## src/rtl/uart_rx_frame_ctrl.sv

```systemverilog
// uart_rx_frame_ctrl
//   Turns the UART receiver's byte stream into framed messages for the
//   WimpFi receive path. The wire format is SYNC, LEN, LEN payload bytes,
//   CSUM. The 8-bit sum of LEN, the payload and CSUM must be zero.
//   Payload bytes are streamed into a downstream frame buffer as they
//   arrive. The buffer is then told to publish the frame (commit) or to
//   drop it (abort).
//
// Ports
//   clk          in   system clock, rising edge
//   rst          in   synchronous reset, active low
//   rx_valid     in   receiver holds a byte
//   rx_data      in   receiver byte [7:0]
//   rx_ferr      in   framing error qualifying rx_data
//   rx_oerr      in   overrun error qualifying rx_data
//   rx_rdy       out  byte accepted this cycle (combinational)
//   buf_full     in   frame buffer cannot take a write
//   wr_en        out  payload write strobe (registered)
//   wr_data      out  payload byte [7:0] (registered)
//   frame_commit out  1-cycle pulse: frame good
//   frame_abort  out  1-cycle pulse: discard bytes since last commit/abort
//   frame_len    out  LEN of current/last frame [7:0]
//   busy         out  not hunting for SYNC
//   drop_cnt     out  saturating count of aborted frames [7:0]
module uart_rx_frame_ctrl #(
  parameter int         CLK_HZ      = 100_000_000,
  parameter int         TIMEOUT_CYC = CLK_HZ / 100,
  parameter int         MAX_LEN     = 32,
  parameter logic [7:0] SYNC_BYTE   = 8'h7E
) (
  input  logic       clk,
  input  logic       rst,
  input  logic       rx_valid,
  input  logic [7:0] rx_data,
  input  logic       rx_ferr,
  input  logic       rx_oerr,
  output logic       rx_rdy,
  input  logic       buf_full,
  output logic       wr_en,
  output logic [7:0] wr_data,
  output logic       frame_commit,
  output logic       frame_abort,
  output logic [7:0] frame_len,
  output logic       busy,
  output logic [7:0] drop_cnt
);

  localparam int               TMO_W     = (TIMEOUT_CYC > 2) ? $clog2(TIMEOUT_CYC) : 1;
  localparam logic [TMO_W-1:0] TMO_LAST  = TMO_W'(TIMEOUT_CYC - 1);
  localparam logic [7:0]       MAX_LEN_B = 8'(MAX_LEN);

  typedef enum logic [2:0] {
    S_HUNT,
    S_LEN,
    S_PAYLOAD,
    S_CSUM,
    S_ABORT
  } state_t;

  state_t           state;
  state_t           state_nxt;
  logic [7:0]       sum;
  logic [7:0]       remaining;
  logic [TMO_W-1:0] tmo_cnt;

  logic       acc;
  logic       bad;
  logic       tmo_hit;
  logic [7:0] csum_chk;
  logic       len_ld;
  logic       wr_nxt;
  logic       commit_nxt;

  function automatic logic [7:0] sat_inc8(input logic [7:0] v);
    return (v == 8'hFF) ? v : v + 8'd1;
  endfunction

  assign acc         = rx_valid & rx_rdy;
  assign bad         = rx_ferr | rx_oerr;
  assign tmo_hit     = (tmo_cnt == TMO_LAST);
  assign csum_chk    = sum + rx_data;
  assign frame_abort = (state == S_ABORT);
  assign busy        = (state != S_HUNT);

  // Next-state, handshake and strobes. An accepted byte always takes
  // priority over a timeout occurring in the same cycle.
  always_comb begin
    state_nxt  = state;
    rx_rdy     = 1'b0;
    len_ld     = 1'b0;
    wr_nxt     = 1'b0;
    commit_nxt = 1'b0;
    case (state)
      S_HUNT: begin
        rx_rdy = 1'b1;
        if (acc && !bad && rx_data == SYNC_BYTE) state_nxt = S_LEN;
      end
      S_LEN: begin
        rx_rdy = 1'b1;
        if (acc) begin
          if (bad || rx_data == 8'd0 || rx_data > MAX_LEN_B) begin
            state_nxt = S_ABORT;
          end else begin
            len_ld    = 1'b1;
            state_nxt = S_PAYLOAD;
          end
        end else if (tmo_hit) begin
          state_nxt = S_ABORT;
        end
      end
      S_PAYLOAD: begin
        rx_rdy = !buf_full;
        if (acc) begin
          if (bad) begin
            state_nxt = S_ABORT;
          end else begin
            wr_nxt = 1'b1;
            if (remaining == 8'd1) state_nxt = S_CSUM;
          end
        end else if (tmo_hit) begin
          state_nxt = S_ABORT;
        end
      end
      S_CSUM: begin
        rx_rdy = 1'b1;
        if (acc) begin
          if (!bad && csum_chk == 8'd0) begin
            commit_nxt = 1'b1;
            state_nxt  = S_HUNT;
          end else begin
            state_nxt = S_ABORT;
          end
        end else if (tmo_hit) begin
          state_nxt = S_ABORT;
        end
      end
      S_ABORT: begin
        state_nxt = S_HUNT;
      end
      default: begin
        state_nxt = S_HUNT;
      end
    endcase
  end

  // Registered state, datapath and outputs.
  always_ff @(posedge clk) begin
    if (!rst) begin
      state        <= S_HUNT;
      sum          <= 8'd0;
      remaining    <= 8'd0;
      tmo_cnt      <= '0;
      wr_en        <= 1'b0;
      wr_data      <= 8'd0;
      frame_commit <= 1'b0;
      frame_len    <= 8'd0;
      drop_cnt     <= 8'd0;
    end else begin
      state        <= state_nxt;
      wr_en        <= wr_nxt;
      frame_commit <= commit_nxt;

      if (len_ld) begin
        frame_len <= rx_data;
        remaining <= rx_data;
        sum       <= rx_data;
      end else if (wr_nxt) begin
        remaining <= remaining - 8'd1;
        sum       <= csum_chk;
      end

      if (wr_nxt) wr_data <= rx_data;

      // Idle-gap counter; only meaningful while a frame is in progress.
      if (acc || state == S_HUNT) tmo_cnt <= '0;
      else                        tmo_cnt <= tmo_cnt + TMO_W'(1);

      // Count each abort once, on entry to the ABORT state.
      if (state != S_ABORT && state_nxt == S_ABORT) drop_cnt <= sat_inc8(drop_cnt);
    end
  end

endmodule

```

## config.mk

```make
export PLATFORM = sky130hd
export DESIGN_NAME = uart_rx_frame_ctrl
export DESIGN_NICKNAME = d
export VERILOG_FILES = /design/src/rtl/uart_rx_frame_ctrl.sv
export SDC_FILE = /design/constraint.sdc
export NUM_CORES = 1
export LEC_CHECK = 0
export ABC_AREA = 0
export BUFFER_PORTS_ARGS = -buffer_cell sky130_fd_sc_hd__buf_2
export CORE_MARGIN = 3
export CORE_UTILIZATION = 52
export DETAILED_ROUTE_END_ITERATION = 6
export GPL_TIMING_DRIVEN = 0
export HOLD_SLACK_MARGIN = 0.03
export PLACE_DENSITY_LB_ADDON = 0.05
export SLEW_MARGIN = 25
export SYNTH_ARGS = -nofsm -noshare
export SYNTH_HDL_FRONTEND = slang
export SYNTH_SLANG_ARGS = --single-unit
export TNS_END_PERCENT = 5
```

## constraint.sdc

```tcl
create_clock -name clk -period 2.4 [get_ports clk]
set_input_delay 0.12 -clock clk [delete_from_list [all_inputs] [get_ports clk]]
set_output_delay 0.12 -clock clk [all_outputs]
set_load 0.01 [all_outputs]
```

==> metrics.md, run 1 <==
| Metric | Value |
|---|---|
| Status | `finished with violations` |
| Failing checks | `setup timing` |
| ANT nets after route | `0` |
| Cell Area, Placed | `0.00356 mm²` |
| Crit. End Element | `flop` |
| Worst-Margin Slew | `0.600 ns` |
| Sequential element share of the synthesized area | `40.2%` |
| Dpl hpwl | `5.50 mm` |
| Register area | `0.00131 mm²` |
| Vias in the first global route | `2674` |
| Min-Delay Startpoint | `rx_data[7]` |
| Post-synthesis cell area | `0.00324 mm²` |
| Largest net degree at the start of global routing | `12` |
| R2R cell count | `10` |
| Mean post-synth cell area | `8.35 µm²` |
| Drt wl/cell | `15.1 µm` |
| Vias/cell | `5.63` |
| Total Routing Usage GR | `22.4%` |
| Reg-to-reg slack, setup | `-0.25 ns` |
| Asr flop ratio synth | `0%` |
| Slew Limit Fails | `0` |
| Worst path most repeated cell | `buf_6` |
| PortBufs | `42` |
| Vias post-DR | `2990` |
| Worst path required time | `2.62 ns` |
| Commonest cells post-synth | `dfxtp_1 (65), nand2_1 (56), nor2_1 (49)` |
| Initial Utilization | `54.1%` |
| Initial antenna violation count | `0` |
| Clk slew on worst S/H paths | `0.08 ns` |
| Synthesized Nets | `414` |
| Setup CP Type | `flop to flop` |
| Clk_skew | `0.0110 ns` |
| Critical path launch point type | `flop` |
| CP max stage cell | `or4b_1` |
| Leakage | `1.50 nW` |
| Max FO, Critical Path | `10` |
| VDD IR max | `0.350 mV` |
| Root buffer cell | `clkbuf_8` |
| Slew HR | `60.0%` |
| GRT overflow | `0` |
| Clk sinks | `65` |
| Crit-path cells | `buf_6, or4b_1, buf_6, or4_4, nor3_4, nor2_2, o311ai_4, buf_6, or4_1, a21oi_1` |
| Yosys top cell by area | `dfxtp_1` |
| Nets | `477` |
| DIE AREA | `0.00721 mm²` |
| Drt pass-1 iters | `4` |
| DIE HEIGHT | `84.9 µm` |
| Number of flops mapped to enable cells by yosys | `0` |
| WL final | `8.00 mm` |
| Share of layout cells above drive strength 1 | `26.1%` |
| Power Dens Cells | `511 mW/mm²` |
| Setup ws final | `-0.254 ns` |
| Total power | `2.05 mW` |
| Count leader, synth | `dfxtp_1` |
| Fmax | `377 MHz` |
| Setup violations, final | `18` |
| Critical Path Max Stage Delay | `0.53 ns` |
| Clock Latency Late Sink | `0.36 ns` |
| GPL Wtd Cong | `0.862` |
| R2R Path Start | `state[2]` |
| Minimum clock period | `2.65 ns` |
| H-Tree Depth | `3` |
| RR Endpoint | `drop_cnt[2]` |
| Synth area leaders | `dfxtp_1 (40%), nand2_1 (6.5%), nor2_1 (5.7%)` |
| Ant diodes | `0` |
| Residual DRC count | `0` |
| Max clock buf depth | `2` |
| Post-route cell area | `0.00400 mm²` |
| Core Footprint | `0.00599 mm²` |
| RSZ-0062 raised after global routing | `true` |
| Area of the multi-input gates | `0.00200 mm²` |
| HP Class | `input pin to flop` |
| Drt initial violations | `139` |
| Synth unique cells | `59` |
| Fillers | `521` |
| Number of synthesized register bits | `65` |
| Final hold violation count | `0` |
| CTS buffer count | `9` |
| Area share of the leading cell type in the synthesized netlist | `40.2%` |
| CP endpoint | `drop_cnt[2]` |
| Final period util | `111%` |
| Area Growth Syn to Fin | `23.6%` |
| IO Pins | `43` |
| Synth Warn # | `0` |
| Crit. Startpoint | `state[2]` |
| Row count | `28` |
| First-pass GRT wire length | `12.8 mm` |
| Die width | `84.9 µm` |
| Worst endpoint data arrival time | `2.87 ns` |
| Max cap viols | `0` |
| CTS tree | `done` |
| Cts hold-fix bufs | `0` |
| Mapped Cells | `388` |
| Ys flop type | `dfxtp_1` |
cell type report:
class                           instances  area share (%)
Buffer                                 14            2.38
Clock buffer                           11            3.78
Clock inverter                          5           0.750
Inverter                               10           0.938
Multi-Input combinational cell        299            50.0
Sequential cell                        65            32.6
Tap cell                               75            2.34
Timing Repair Buffer                   52            7.22
per-stage QoR:
step                setup TNS, ns  std cells  worst slack (ns)  utilization [%]  hold WS, ns
floorplan                   -1.14        388            -0.125                -        0.256
global placement            -8.59        505            -0.473             59.4        0.408
detailed placement          -8.54        505            -0.424             59.4        0.415
CTS                         -5.35        525            -0.271             64.2       0.0327
global route                -5.09        531            -0.367             66.8       0.0574
finish                      -2.51        531            -0.254             66.8       0.0391
worst min-delay path by stage:
| stage | to | slack, ns | cells past startpoint |
|---|---|---|---|
| 6_report | wr_data[7] | 0.04 | 3 |
| 5_1_grt | wr_data[7] | 0.06 | 3 |
| 4_1_cts | wr_data[7] | 0.03 | 3 |
| 3_5_place_dp | wr_data[7] | 0.42 | 3 |
| 3_3_place_gp | wr_data[7] | 0.41 | 3 |
| 2_1_floorplan | wr_data[0] | 0.26 | 2 |
cells by family after synthesis:
| family | count (synthesis) | synth area share (%) |
|---|---|---|
| simple gates | 186 | 29.8 |
| compound gates | 75 | 14.7 |
| flops | 65 | 40.2 |
| xor+xnor | 22 | 5.95 |
| buf+inv | 24 | 3.28 |
| fa+ha+maj | 12 | 4.87 |
| mux | 4 | 1.24 |
worst max-delay path, delay by kind of cell, from the launching register on:
family                 cells  cell delay (ns)
AO/OA/AOI/OAI              2             0.39
buffers and inverters      3             0.47
AND/OR/NAND/NOR            5             1.35
flip-flops                 1             0.31
registers in the layout, summed over array words and instances (netlist names):
name and flops:
frame_len 8, drop_cnt 8, sum 8, wr_en 1, state 3, frame_commit 1, remaining 8, wr_data 8
tmo_cnt 20
layer usage:
metal / share of wire [%] / wire length (µm) / track usage [%] / vias up
li1: - / - / - / 1500
met1: 47 / 3750 / 30.4 / 1394
met2: 45 / 3630 / 34.2 / 80
met3: 5.2 / 419 / 5.53 / 16
met4: 2.5 / 201 / 8.92 / 0
met5: 0 / 0 / 0 / -
what timing repair did:
item,CTS,global route
gates resized for setup,18,38
pin swaps,6,13
cloned,0,1
setup endpoints to repair,32,41
setup buffers,4,5
cell usage in the layout (no fill, tap or decap), types with 5 or more instances in the layout:
cell / count
inv_1: 10
xnor2_1: 5
nand2_1: 51
ha_1: 8
and3_1: 8
nand2_2: 5
buf_2: 42
nor2_1: 46
a21oi_1: 27
nor2_2: 5
o21ai_0: 8
nand4_1: 7
buf_4: 9
nand3_1: 17
a31oi_1: 10
clkbuf_1: 8
buf_6: 5
clkbuf_8: 11
xor2_1: 16
dfxtp_1: 62
nand2b_1: 6
where the power goes:
part,leakage (nW),total (mW),switching (mW),internal (mW)
Combinational,0.888,0.101,0.0625,0.0388
Sequential,0.525,1.08,0.0000230,1.08
Clock,0.0911,0.867,0.442,0.425
Total,1.50,2.05,0.504,1.54
(Power assumes the default switching activity.)
==> inputs of run 2 (changes only) <==
--- a/config.mk
+++ b/config.mk
@@ -7,8 +7,10 @@
 export LEC_CHECK = 0
 export ABC_AREA = 0
 export BUFFER_PORTS_ARGS = -buffer_cell sky130_fd_sc_hd__buf_2
+export CELL_PAD_IN_SITES_DETAIL_PLACEMENT = 1
+export CELL_PAD_IN_SITES_GLOBAL_PLACEMENT = 2
 export CORE_MARGIN = 3
-export CORE_UTILIZATION = 52
+export CORE_UTILIZATION = 31
 export DETAILED_ROUTE_END_ITERATION = 6
 export GPL_TIMING_DRIVEN = 0
 export HOLD_SLACK_MARGIN = 0.03
==> run 2 against run 1 <==
  * The run still ends with setup timing left
  * Sequential share of layout area fell by 0.25 points
  * Final area rose by 0.78%
  * Register-to-register slack barely moved
  * Clock power rose by 1%
  * Global-route usage fell by 5.2 points
  * First-iteration DRC count fell by 12%
  * Power rose by 0.51%
  * Clock skew fell by 0.0020 ns
  * Worst hold slack improved by 0.040 ns
==> metrics.md, run 2 (synthesized netlist as in run 1, its figures left out) <==
| Metric | Value |
|---|---|
| Vias/cell | `5.16` |
| Drt pass-1 iters | `5` |
| Min-Delay Startpoint | `rx_data[7]` |
| Reg-to-reg slack, setup | `-0.26 ns` |
| Nets | `473` |
| Largest reg by FF count | `tmo_cnt` |
| Min Hold Slack | `0.0789 ns` |
| Clk_skew | `0.00900 ns` |
| Initial Utilization | `32.5%` |
| Ant diodes | `0` |
| DIE AREA | `0.0117 mm²` |
| Worst-Margin Slew | `0.710 ns` |
| Fmax | `375 MHz` |
| Max FFs per register | `20` |
| Critical path launch point type | `flop` |
| RR Endpoint | `drop_cnt[2]` |
| Setup CP Type | `flop to flop` |
| Share of layout cells above drive strength 1 | `24.6%` |
| Dpl hpwl | `6.90 mm` |
| Clk slew on worst S/H paths | `0.07 ns` |
| Vias post-DR | `3011` |
| GRT overflow | `0` |
| Hold Crit Endpoint | `wr_data[7]` |
| Failing checks | `setup timing` |
| Max FO, Critical Path | `5` |
| HP Class | `input pin to flop` |
| Initial antenna violation count | `0` |
| Final period util | `111%` |
| ANT nets after route | `0` |
| Max clock buf depth | `2` |
| Hold Crit Depth | `3` |
| Row count | `36` |
| WL final | `9.36 mm` |
| Final hold violation count | `0` |
| First-pass GRT wire length | `15.9 mm` |
| Slew Limit Fails | `0` |
| Drt initial violations | `122` |
| CTS buffer count | `9` |
| Total power | `2.06 mW` |
| Clock Latency Late Sink | `0.34 ns` |
| VDD IR max | `0.241 mV` |
| Worst path required time | `2.67 ns` |
| PortBufs | `42` |
| H-Tree Depth | `3` |
| Max cap viols | `0` |
| Power Dens Cells | `510 mW/mm²` |
| Most common cell after layout, fill and taps aside | `dfxtp_1` |
| Largest net degree at the start of global routing | `11` |
| Status | `finished with violations` |
| RSZ-0062 raised after global routing | `true` |
| IO Pins | `43` |
| Placed cell count | `563` |
| CTS tree | `done` |
| Clk sinks | `65` |
| Leakage | `1.49 nW` |
| Minimum clock period | `2.66 ns` |
| Die width | `108 µm` |
| R2R cell count | `9` |
| Slew HR | `52.7%` |
| Core Footprint | `0.00995 mm²` |
| DIE HEIGHT | `108 µm` |
| Root buffer cell | `clkbuf_8` |
| Setup ws final | `-0.265 ns` |
| Area Growth Syn to Fin | `24.5%` |
| R2R Path Start | `sum[2]` |
| Setup violations, final | `15` |
| Crit. End Element | `flop` |
| Drt wl/cell | `16.0 µm` |
| Total Routing Usage GR | `17.2%` |
| Final cell count without fillers | `584` |
| Residual DRC count | `0` |
| Fillers | `1224` |
| Commonest cells after routing, fill and taps aside | `dfxtp_1 (62), nand2_1 (52), nor2_1 (48), buf_2 (42), a21oi_1 (26)` |
| Vias in the first global route | `3124` |
| GPL Wtd Cong | `0.759` |
| Worst endpoint data arrival time | `2.93 ns` |
[run 2: cell count changes in the layout (fill, tap and decap cells not counted), moves of 2 or more]
cell / change
nand2_2: -2
o21ai_1: +2
buf_6: -2
clkbuf_1: +2
clkbuf_8: +3
o21ai_2: -2
buf_4: -3
nor2_1: +2
clkinv_2: -2
nor2_2: -2
[run 2: area by class of cell]
type | count | area (µm²) | area share [%]
timing repair buffer | 49 | 267 | 6.61
buffer | 13 | 83.8 | 2.08
tap | 133 | 166 | 4.13
multi-input combinational | 299 | 1990 | 49.4
clock buffer | 13 | 169 | 4.19
clock inverter | 2 | 12.5 | 0.310
sequential | 65 | 1310 | 32.4
inverter | 10 | 37.5 | 0.931
[run 2: how the worst max path moves through the flow]
stage / startpoint / to / slack [ns] / cells after the start
after detailed placement: state[2] / sum[2] / -0.54 / 9
after CTS: sum[0] / drop_cnt[2] / -0.32 / 11
after floorplan: state[2] / sum[2] / -0.12 / 9
final: sum[2] / drop_cnt[2] / -0.26 / 9
after global placement: state[2] / sum[2] / -0.57 / 9
after global routing: sum[0] / drop_cnt[2] / -0.37 / 11
[run 2: what timing repair did]
action,4_1_cts,5_1_grt
hold buffers,0,0
endpoints found under the setup margin,33,41
setup buffers,5,1
gates resized for setup,30,18
cloned,1,0
pin swaps,6,9
[run 2: report_power, final]
| part | switching [mW] | internal [mW] | leakage [nW] |
|---|---|---|---|
| Clock | 0.425 | 0.454 | 0.0915 |
| Sequential | 0.0000234 | 1.08 | 0.525 |
| Combinational | 0.0636 | 0.0368 | 0.873 |
| Total | 0.489 | 1.57 | 1.49 |
[run 2: worst max-delay path, stage by stage, from the launching register on]
cell	delay [ns]
dfxtp_1	0.35
ha_4	0.30
o21ai_1	0.10
or4b_2	0.62
o2111a_2	0.20
nand3b_1	0.14
o311ai_4	0.15
buf_6	0.18
or4_4	0.41
a21oi_2	0.14
[run 2: metal layers]
metal	wire (µm)	GRT usage, %	vias up
met4	116	4.96	0
met5	0	0	-
li1	-	-	1493
met3	278	3.40	9
met2	4360	28.1	37
met1	4600	23.1	1472
[run 2: through the flow]
step | setup WS [ns] | util (%) | setup TNS (ns) | cell area (µm²)
2_1_floorplan | -0.125 | - | -1.14 | 3260
3_3_place_gp | -0.568 | 36.5 | -11.91 | 3630
3_5_place_dp | -0.539 | 36.5 | -11.29 | 3630
4_1_cts | -0.325 | 39.7 | -4.79 | 3950
5_1_grt | -0.373 | 40.5 | -4.79 | 4030
6_report | -0.265 | 40.5 | -1.97 | 4030
==> inputs of run 3 (changes only) <==
--- a/config.mk
+++ b/config.mk
@@ -10,11 +10,11 @@
 export CELL_PAD_IN_SITES_DETAIL_PLACEMENT = 1
 export CELL_PAD_IN_SITES_GLOBAL_PLACEMENT = 2
 export CORE_MARGIN = 3
-export CORE_UTILIZATION = 31
+export CORE_UTILIZATION = 37
 export DETAILED_ROUTE_END_ITERATION = 6
 export GPL_TIMING_DRIVEN = 0
 export HOLD_SLACK_MARGIN = 0.03
-export PLACE_DENSITY_LB_ADDON = 0.05
+export PLACE_DENSITY = 0.93
 export SLEW_MARGIN = 25
 export SYNTH_ARGS = -nofsm -noshare
 export SYNTH_HDL_FRONTEND = slang
==> constraint.sdc (replaced) <==
create_clock -name clk -period 3.1 [get_ports clk]
set_input_delay 0.155 -clock clk [delete_from_list [all_inputs] [get_ports clk]]
set_output_delay 0.155 -clock clk [all_outputs]
set_load 0.01 [all_outputs]
==> run 3 against run 2 <==
  * The flow now finishes without violations
  * Utilization grew 4.9 points
  * Clock-buffer cell count shrank 3
  * Register-to-register slack gained 0.41 ns
  * Sequential cell count is the same
  * Final area shrank 6.0%
  * Sequential share of layout area grew 2.0 points
  * Die area shrank 15%
  * Clock power shrank 21%
  * Critical path type unchanged
  * Highest routed layer unchanged
==> metrics.md, run 3 (synthesized netlist as in run 1, its figures left out) <==
| Metric | Value |
|---|---|
| WL final | `8.90 mm` |
| CP delay by family, top | `simple AND/OR/NAND/NOR gates` |
| Clk slew on worst S/H paths | `0.08 ns` |
| Status | `completed` |
| R2R cell count | `9` |
| HP Class | `input pin to flop` |
| Switching share of power | `22.4%` |
| Clk_skew | `0.0106 ns` |
| GRT overflow | `0` |
| Total Routing Usage GR | `19.0%` |
| Root buffer cell | `clkbuf_8` |
| PortBufs | `42` |
| Dpl hpwl | `6.58 mm` |
| CTS tree | `done` |
| RSZ-0062 raised after global routing | `true` |
| Power Dens Cells | `421 mW/mm²` |
| ANT nets after route | `0` |
| Critical Path Max Stage Delay | `0.50 ns` |
| Commonest cells after routing, fill and taps aside | `dfxtp_1 (65), nand2_1 (56), nor2_1 (49), buf_2 (43), a21oi_1 (28)` |
| Max cap viols | `0` |
| Share of layout cells above drive strength 1 | `17.7%` |
| Cts hold-fix bufs | `0` |
| Drt wl/cell | `16.1 µm` |
| Worst path required time | `3.30 ns` |
| CTS buffer count | `9` |
| First-pass GRT wire length | `15.2 mm` |
| Most common cell after layout, fill and taps aside | `dfxtp_1` |
| Combinational share of power | `4.2%` |
| Max FFs per register | `20` |
| Largest reg by FF count | `tmo_cnt` |
| Die width | `99.6 µm` |
| DIE AREA | `0.00991 mm²` |
| Placed cell count | `535` |
| Internal power | `1.24 mW` |
| Vias post-DR | `3023` |
| NetSw | `358 µW` |
| Critical path launch point type | `flop` |
| Initial antenna violation count | `0` |
| Nets | `470` |
| Hold Crit Depth | `3` |
| VDD IR max | `0.165 mV` |
| Vias in the first global route | `2964` |
| Worst-Margin Slew | `0.610 ns` |
| Worst path most repeated cell | `nor2_1` |
| Sequential power share | `52.3%` |
| Drt initial violations | `77` |
| CP max stage cell | `or4b_1` |
| Residual DRC count | `0` |
| Largest net degree at the start of global routing | `11` |
| WP depth | `9` |
| Crit. End Element | `flop` |
| Final hold violation count | `0` |
| Vias/cell | `5.48` |
| Setup ws final | `0.150 ns` |
| Total power | `1.60 mW` |
| Leakage | `1.44 nW` |
| Core Footprint | `0.00834 mm²` |
| Drt pass-1 iters | `4` |
| DIE HEIGHT | `99.6 µm` |
| H-Tree Depth | `3` |
| Clock Latency Late Sink | `0.34 ns` |
| Clk sinks | `65` |
| Worst endpoint data arrival time | `3.15 ns` |
| Slew Limit Fails | `0` |
| GPL Wtd Cong | `0.809` |
| Max FO, Critical Path | `10` |
| Buf+Inv Stages, Crit Path | `3` |
| Ant diodes | `0` |
| Setup violations, final | `0` |
| Slew HR | `59.2%` |
| Final period util | `95.2%` |
| Row count | `33` |
| Setup WS pre-CTS | `0.157 ns` |
| Initial Utilization | `38.8%` |
| Area Growth Syn to Fin | `17.0%` |
| Crit-path cells | `buf_6, or4b_1, buf_2, or4_4, nor4b_4, nor2_1, clkbuf_1, a221oi_1, nor2_1` |
| Final cell count without fillers | `552` |
| Clock power share | `43.5%` |
| IO Pins | `43` |
| Fmax | `339 MHz` |
| Max clock buf depth | `2` |
| Minimum clock period | `2.95 ns` |
| Setup CP Type | `flop to flop` |
| Fin Setup TNS | `0 ns` |
run 3: cell count changes in the layout (fill, tap and decap cells not counted), moves of 3 or more:
cell and delta:
o21ai_0 +5, clkbuf_8 -4, ha_1 +4, ha_4 -4
nand2_1 +4, o21ai_1 -4, buf_4 -3, dfxtp_1 +3
dfxtp_2 -3, nand2_2 -3
run 3: area by class of cell:
| cell class | count | area (µm²) |
|---|---|---|
| clock inverter | 4 | 45.0 |
| timing repair buffer | 45 | 233 |
| inverter | 10 | 37.5 |
| sequential | 65 | 1300 |
| clock buffer | 10 | 138 |
| buffer | 14 | 68.8 |
| multi-input combinational | 299 | 1840 |
| fill | 1035 | 4550 |
| tap | 105 | 131 |
run 3: tightest hold or removal path, cell delays in order:
cell	delay, ns
buf_2	0.13
nand2_1	0.06
a21oi_1	0.05
run 3: metal layers:
layer,global-route usage (%),part of all wire [%],vias up
li1,-,-,1480
met1,25.6,47,1481
met2,30.5,48,49
met3,4.07,3.6,13
met4,5.67,1.4,0
met5,0,0,-
run 3: path summary, 6_finish.rpt:
check	from	endpoint	slack, ns
worst max-delay path	state[2]	sum[2]	0.15
worst min-delay path	rx_data[7]	wr_data[7]	0.1
worst max register to register	state[2]	sum[2]	0.15
worst min register to register	frame_len[0]	frame_len[0]	0.45
run 3: per-stage QoR:
stage	cell area [µm²]	util, %	hold slack [ns]
floorplan	3240	-	0.291
global placement	3580	42.9	0.440
detailed placement	3580	42.9	0.444
CTS	3760	45.1	0.0778
global route	3790	45.5	0.104
finish	3790	45.5	0.0992
run 3: power by group through the flow:
stage	Clock, mW	Sequential (mW)	Combinational [mW]
4_1_cts	0.718	0.834	0.0676
3_3_place_gp	0	0.854	0.0645
5_1_grt	0.762	0.834	0.0748
2_1_floorplan	0	0.854	0.0362
3_5_place_dp	0	0.854	0.0665
6_report	0.694	0.835	0.0675
run 3: repair_timing:
action                                  in CTS  in global routing
endpoints found under the setup margin       0                  9
buffers inserted                             0                  3
resized for setup                            0                  1
